--- config.mk ---
export PLATFORM = sky130hd
export DESIGN_NAME = decn_scan_flat
export DESIGN_NICKNAME = d
export VERILOG_FILES = /design/src/rtl/decn_pkg.sv /design/src/rtl/decn_scan_if.sv /design/src/rtl/decn_scan_timer.sv /design/src/rtl/decn_scan.sv /design/src/flat_wrapper.sv
export SDC_FILE = /design/constraint.sdc
export NUM_CORES = 1
export LEC_CHECK = 0
export ABC_AREA = 0
export CORE_MARGIN = 3
export CORE_UTILIZATION = 45
export CTS_CLUSTER_SIZE = 14
export DETAILED_ROUTE_END_ITERATION = 10
export PLACE_DENSITY = 0.83
export SKIP_LAST_GASP = 1
export SLEW_MARGIN = 10
export SYNTH_ARGS = -nofsm -noshare
export SYNTH_HDL_FRONTEND = slang
export SYNTH_SLANG_ARGS = --single-unit
--- constraint.sdc ---
create_clock -name Clock -period 2.5 [get_ports Clock]
set_clock_uncertainty 0.15 [all_clocks]
set_input_delay 0.5 -clock Clock [delete_from_list [all_inputs] [get_ports Clock]]
set_output_delay 0.5 -clock Clock [all_outputs]
set_load 0.1 [all_outputs]
--- src/rtl/decn_pkg.sv ---
// Shared definitions for the decn_scan decoder/scanner: Mode encodings and
// a helper that sizes the scan divider counter.
package decn_pkg;

  typedef enum logic [1:0] {
    MODE_DEC   = 2'b00,
    MODE_THERM = 2'b01,
    MODE_SCAN  = 2'b10,
    MODE_RSVD  = 2'b11
  } mode_e;

  // Counter width for a divider that counts 0..div-1 (at least one bit so a
  // divide-by-one still has a legal vector).
  function automatic int cnt_width(input int div);
    return (div > 1) ? $clog2(div) : 1;
  endfunction

endpackage

--- src/rtl/decn_scan_if.sv ---
// Bus bundle for decn_scan: control inputs (En, Mode, W) and registered
// outputs (Y, Idx, Tick). There is no handshake on this bus: the master
// drives En/Mode/W continuously and the block samples them on every rising
// clock edge; Y/Idx/Tick are valid every cycle, one edge after the sample.
interface decn_scan_if #(
  parameter int N = 3
) ();

  logic              En;
  logic [1:0]        Mode;
  logic [N-1:0]      W;
  logic [2**N-1:0]   Y;
  logic [N-1:0]      Idx;
  logic              Tick;

  modport master (output En, Mode, W, input Y, Idx, Tick);
  modport slave  (input En, Mode, W, output Y, Idx, Tick);

endinterface

--- src/rtl/decn_scan_timer.sv ---
// Scan step divider: counts 0..TICK_DIV-1 while En is high and strobes Tick
// (combinationally) on the cycle the count wraps. Clr reloads zero without
// a strobe and wins over En.
module scan_timer
  import decn_pkg::*;
#(
  parameter int TICK_DIV = 4
) (
  input  logic Clock,
  input  logic Reset,
  input  logic En,
  input  logic Clr,
  output logic Tick
);

  localparam int            CW   = cnt_width(TICK_DIV);
  localparam logic [CW-1:0] LAST = CW'(TICK_DIV - 1);

  logic [CW-1:0] cnt_q, cnt_d;

  // Next count and wrap strobe.
  always_comb begin
    cnt_d = cnt_q;
    Tick  = 1'b0;
    if (Clr) begin
      cnt_d = '0;
    end else if (En) begin
      if (cnt_q == LAST) begin
        cnt_d = '0;
        Tick  = 1'b1;
      end else begin
        cnt_d = cnt_q + CW'(1);
      end
    end
  end

  // Count register.
  always_ff @(posedge Clock) begin
    if (Reset) cnt_q <= '0;
    else       cnt_q <= cnt_d;
  end

endmodule

--- src/rtl/decn_scan.sv ---
// decn_scan: registered N-to-2**N decoder with decode, thermometer and
// timed scan modes. Build macro DECN_SCAN_ACTLOW_EN makes Y active-low
// (common-anode drive); Idx and Tick keep their polarity either way.
module decn_scan
  import decn_pkg::*;
#(
  parameter int N        = 3,
  parameter int TICK_DIV = 4
) (
  input  logic        Clock,
  input  logic        Reset,
  decn_scan_if.slave  bus
);

  localparam int YW = 2**N;

`ifdef DECN_SCAN_ACTLOW_EN
  localparam logic [YW-1:0] Y_POL = '1;
`else
  localparam logic [YW-1:0] Y_POL = '0;
`endif

  logic [YW-1:0] y_q, y_d, y_act;
  logic [N-1:0]  idx_q, idx_d;
  logic          tick_q, tick_d;
  // Remembers whether the last enabled cycle was in scan mode, so a switch
  // into scan (or the first scan cycle after reset) restarts the scan.
  logic          in_scan_q, in_scan_d;
  logic          scan_en, enter, step;

  assign scan_en = bus.En && (bus.Mode == MODE_SCAN);
  assign enter   = scan_en && !in_scan_q;

  scan_timer #(.TICK_DIV(TICK_DIV)) u_timer (
    .Clock (Clock),
    .Reset (Reset),
    .En    (scan_en && !enter),
    .Clr   (enter),
    .Tick  (step)
  );

  // Scan index stepping, tick, and the decoded output pattern.
  always_comb begin
    idx_d     = idx_q;
    tick_d    = step;
    in_scan_d = bus.En ? (bus.Mode == MODE_SCAN) : in_scan_q;
    y_act     = '0;
    if (enter) begin
      idx_d = '0;
    end else if (step) begin
      idx_d = (idx_q >= bus.W) ? '0 : idx_q + N'(1);
    end
    if (bus.En) begin
      case (mode_e'(bus.Mode))
        MODE_DEC:   y_act[bus.W] = 1'b1;
        MODE_THERM: begin
          for (int i = 0; i < YW; i++) y_act[i] = (i <= int'(bus.W));
        end
        MODE_SCAN:  y_act[idx_d] = 1'b1;
        default:    y_act = '0;
      endcase
    end
    y_d = y_act ^ Y_POL;
  end

  // Output and scan-state registers; reset idles Y at its inactive level.
  always_ff @(posedge Clock) begin
    if (Reset) begin
      y_q       <= Y_POL;
      idx_q     <= '0;
      tick_q    <= 1'b0;
      in_scan_q <= 1'b0;
    end else begin
      y_q       <= y_d;
      idx_q     <= idx_d;
      tick_q    <= tick_d;
      in_scan_q <= in_scan_d;
    end
  end

  assign bus.Y    = y_q;
  assign bus.Idx  = idx_q;
  assign bus.Tick = tick_q;

endmodule

--- src/flat_wrapper.sv ---
// flat-port wrapper written by rule: the top's interface ports become plain ports
module decn_scan_flat import decn_pkg::*;
#(
  parameter int N        = 3,
  parameter int TICK_DIV = 4
)
  (Clock, Reset, bus_En, bus_Mode, bus_W, bus_Y, bus_Idx, bus_Tick);
  decn_scan_if #(.N(N)) bus_i ();
  input  logic Clock;
  input  logic Reset;
  input wire logic [$bits(bus_i.En)-1:0] bus_En;
  input wire logic [$bits(bus_i.Mode)-1:0] bus_Mode;
  input wire logic [$bits(bus_i.W)-1:0] bus_W;
  output wire logic [$bits(bus_i.Y)-1:0] bus_Y;
  output wire logic [$bits(bus_i.Idx)-1:0] bus_Idx;
  output wire logic [$bits(bus_i.Tick)-1:0] bus_Tick;
  assign bus_i.En = bus_En;
  assign bus_i.Mode = bus_Mode;
  assign bus_i.W = bus_W;
  assign bus_Y = bus_i.Y;
  assign bus_Idx = bus_i.Idx;
  assign bus_Tick = bus_i.Tick;
  decn_scan #(.N(N), .TICK_DIV(TICK_DIV)) u_core (.Clock(Clock), .Reset(Reset), .bus(bus_i));
endmodule
==> results.toml <==
[status]
run_status = "finished clean"

[sta]
final-setup-viol-count = 0
post-route-period-util = 0.9658
worst_slew_pin_slew_ns = 0.3412
hold_violations = 0
final_sum_of_negative_setup_slack_ns = 0
fmaxAchievable_mhz = 414.1
final_max_slew_viol_count = 0
holdWs_ns = 0.3459
slew_headroom = 0.7708
final_period_minus_worst_setup_slack_ns = 2.415
unrepaired_setup_endpoints_after_global_routing = "no"

[die]
top_level_ports = 20
start_util = 0.4839
floorplan.die.width_um = 49.32
die_height_um = 49.32
rows = 15
core_footprint_um2 = 1745
design.die.area_um2 = 2432

[route]
drt-wirelength-per-cell_um = 12.43
finalWirelength_mm = 1.977
dr_total_vias = 844
detail_route.vias_per_cell = 5.308
remaining_drc_errors = 0
drt-pass1-iter-count = 4
first_iter_violations = 17
detail-route-antenna-nets = 0

[global_route]
grt_pass1_wl_mm = 3.194
grt_overflow = 0
initial_antenna_violation_count = 0
first_global_vias = 718
grtUsageTotal = 0.1662
largest_net_degree_at_the_start_of_global_routing = 10

[yosys]
number_of_synthesized_flops_with_an_enable_pin = 0
synth.avg_cell_area_um2 = 8.121
synth.yosys.seq_area_share = 0.3556
synth-async-reset-ratio = 0
synth.distinct_cells = 33
ys_warn_count = 0
synth.net_count = 117
synthFlopType = "dfxtp_1"
syn_inst = 104
postSynthRegisterBits = 15
netlist_area_um2 = 844.6

[finish]
antenna-diode-count = 0
post_route_core_utilization = 0.6487
seq_area_um2 = 304.0
fill_cells = 155
finish.net_count = 148
layout.cells.most_common_list = "23 x buf_4, 17 x nor2_1, 12 x dfxtp_1"
drive_gt1_frac = 0.2687
multi_input_comb_area_um2 = 509.2
flow.area_growth_from_synthesis_pct = 34.07
most_common_cell_after_layout_fill_and_taps_aside = "buf_4"

[clock_tree]
cts_made_buffers = 3
cts.repair.resized = 0
clkTransAtPathRegs_ns = 0.08
root_buffer = "clkbuf_4"
numClockSinks = 15
clk_latency_ns = 0.27
hold_buffers = 0
clock_tree.htree_level_count = 1
clock_tree.buffer_depth = 2
post-cts-setup-buffers = 0
cts_tree = "built"

[power]
power.ir.vdd_worst_mv = 0.4228
total_leakage_power_uw = 0.0004882
power-per-cell-area_nw_per_um2 = 411.8

[placement]
numPortBuffers = 19
gp_congestion = 0.8838
dp_hpwl_mm = 1.607

[setup_path]
crit_path_end_kind = "flop"
cp_data_arrival_time_ns = 2.43
setup.worst_path.class = "in -> reg"
timing.critical_path.from_type = "primary input"
highest_fanout_seen_on_the_critical_path = 4
critPathRequiredTime_ns = 2.52

[worst_hold_path]
worst_hold_path_type = "reg -> reg"

[job]
max_cap_viol_count = 0
## worst paths after layout
check / start / slack [ns] / cells after the start / to
setup / recovery: bus_W[2] / 0.09 / 9 / u_core.bus.Y[6]
hold reg to reg: u_core.u_timer.cnt_q[1] / 0.35 / 2 / u_core.u_timer.cnt_q[1]
hold / removal: u_core.u_timer.cnt_q[1] / 0.35 / 2 / u_core.u_timer.cnt_q[1]
setup reg to reg: u_core.u_timer.cnt_q[0] / 0.38 / 8 / u_core.bus.Y[0]
## flip-flops by register name, summed over array words and instances (netlist names)
signal / flops
u_core.in_scan_q: 1
u_core.bus.Tick: 1
u_core.bus.Idx: 3
u_core.u_timer.cnt_q: 2
u_core.bus.Y: 8
## final cells by class
| cell class | instances | share of cell area |
|---|---|---|
| clock buffers | 4 | 0.02320 |
| inverters | 5 | 0.01657 |
| multi-input cells | 80 | 0.4497 |
| flip-flops and latches | 15 | 0.2685 |
| well taps | 25 | 0.02762 |
| repair buffers | 30 | 0.2144 |
## where the power goes
part / switching (µW) / internal, µW / leakage, µW
clock network: 68.5 / 61.8 / 0.0000150
registers: 1.97 / 242 / 0.000123
logic: 55.2 / 36.7 / 0.000350
## Yosys cell counts, types with 2 or more instances
| library cell | number | area [µm²] |
|---|---|---|
| a21oi_1 | 10 | 50.05 |
| a31oi_1 | 2 | 12.51 |
| a32o_1 | 2 | 20.02 |
| clkbuf_1 | 2 | 7.510 |
| dfxtp_1 | 15 | 300.3 |
| ha_1 | 5 | 62.56 |
| inv_1 | 5 | 18.77 |
| nand2_1 | 8 | 30.03 |
| nand2b_1 | 4 | 25.02 |
| nand3_1 | 3 | 15.01 |
| nor2_1 | 17 | 63.81 |
| nor2b_1 | 3 | 18.77 |
| nor3_1 | 4 | 20.02 |
| o21ai_0 | 5 | 25.02 |
## cells by family (layout without fill, tap and decap cells)
group | count (synthesis) | in the layout | synth area share
adders and majority gates | 5 | 5 | 0.07407
and+or+nand+nor | 47 | 47 | 0.3022
muxes | 1 | 1 | 0.01333
DFF | 15 | 15 | 0.3556
buffers and inverters | 9 | 39 | 0.05037
AOI/OAI and AO/OA | 27 | 27 | 0.2044
## stage by stage
| stage | instances | setup WS [ns] | total power, µW | instance area (µm²) |
|---|---|---|---|---|
| after floorplan | 104 | 0.02031 | 305.3 | 848.3 |
| after global placement | 155 | -0.2210 | 338.0 | 1099 |
| after detailed placement | 155 | -0.2874 | 340.1 | 1099 |
| after CTS | 159 | 0.006468 | 469.6 | 1125 |
| after global routing | 159 | 0.02375 | 487.1 | 1132 |
| final | 159 | 0.08538 | 466.3 | 1132 |
## per-layer routing
metal,part of all wire,GRT usage
met1,0.42,0.1922
met2,0.52,0.3013
met3,0.056,0.05199
met4,0,0.02370
met5,0,0
## worst max-delay path, cell delays in order
cell,delay [ns]
clkdlybuf4s50_1,0.48
inv_1,0.07
ha_1,0.29
a21oi_1,0.13
o21ai_1,0.11
o41a_1,0.36
nor2b_4,0.16
nor4b_2,0.16
a31o_1,0.19
Note: power is estimated with default switching activity, not from simulation.
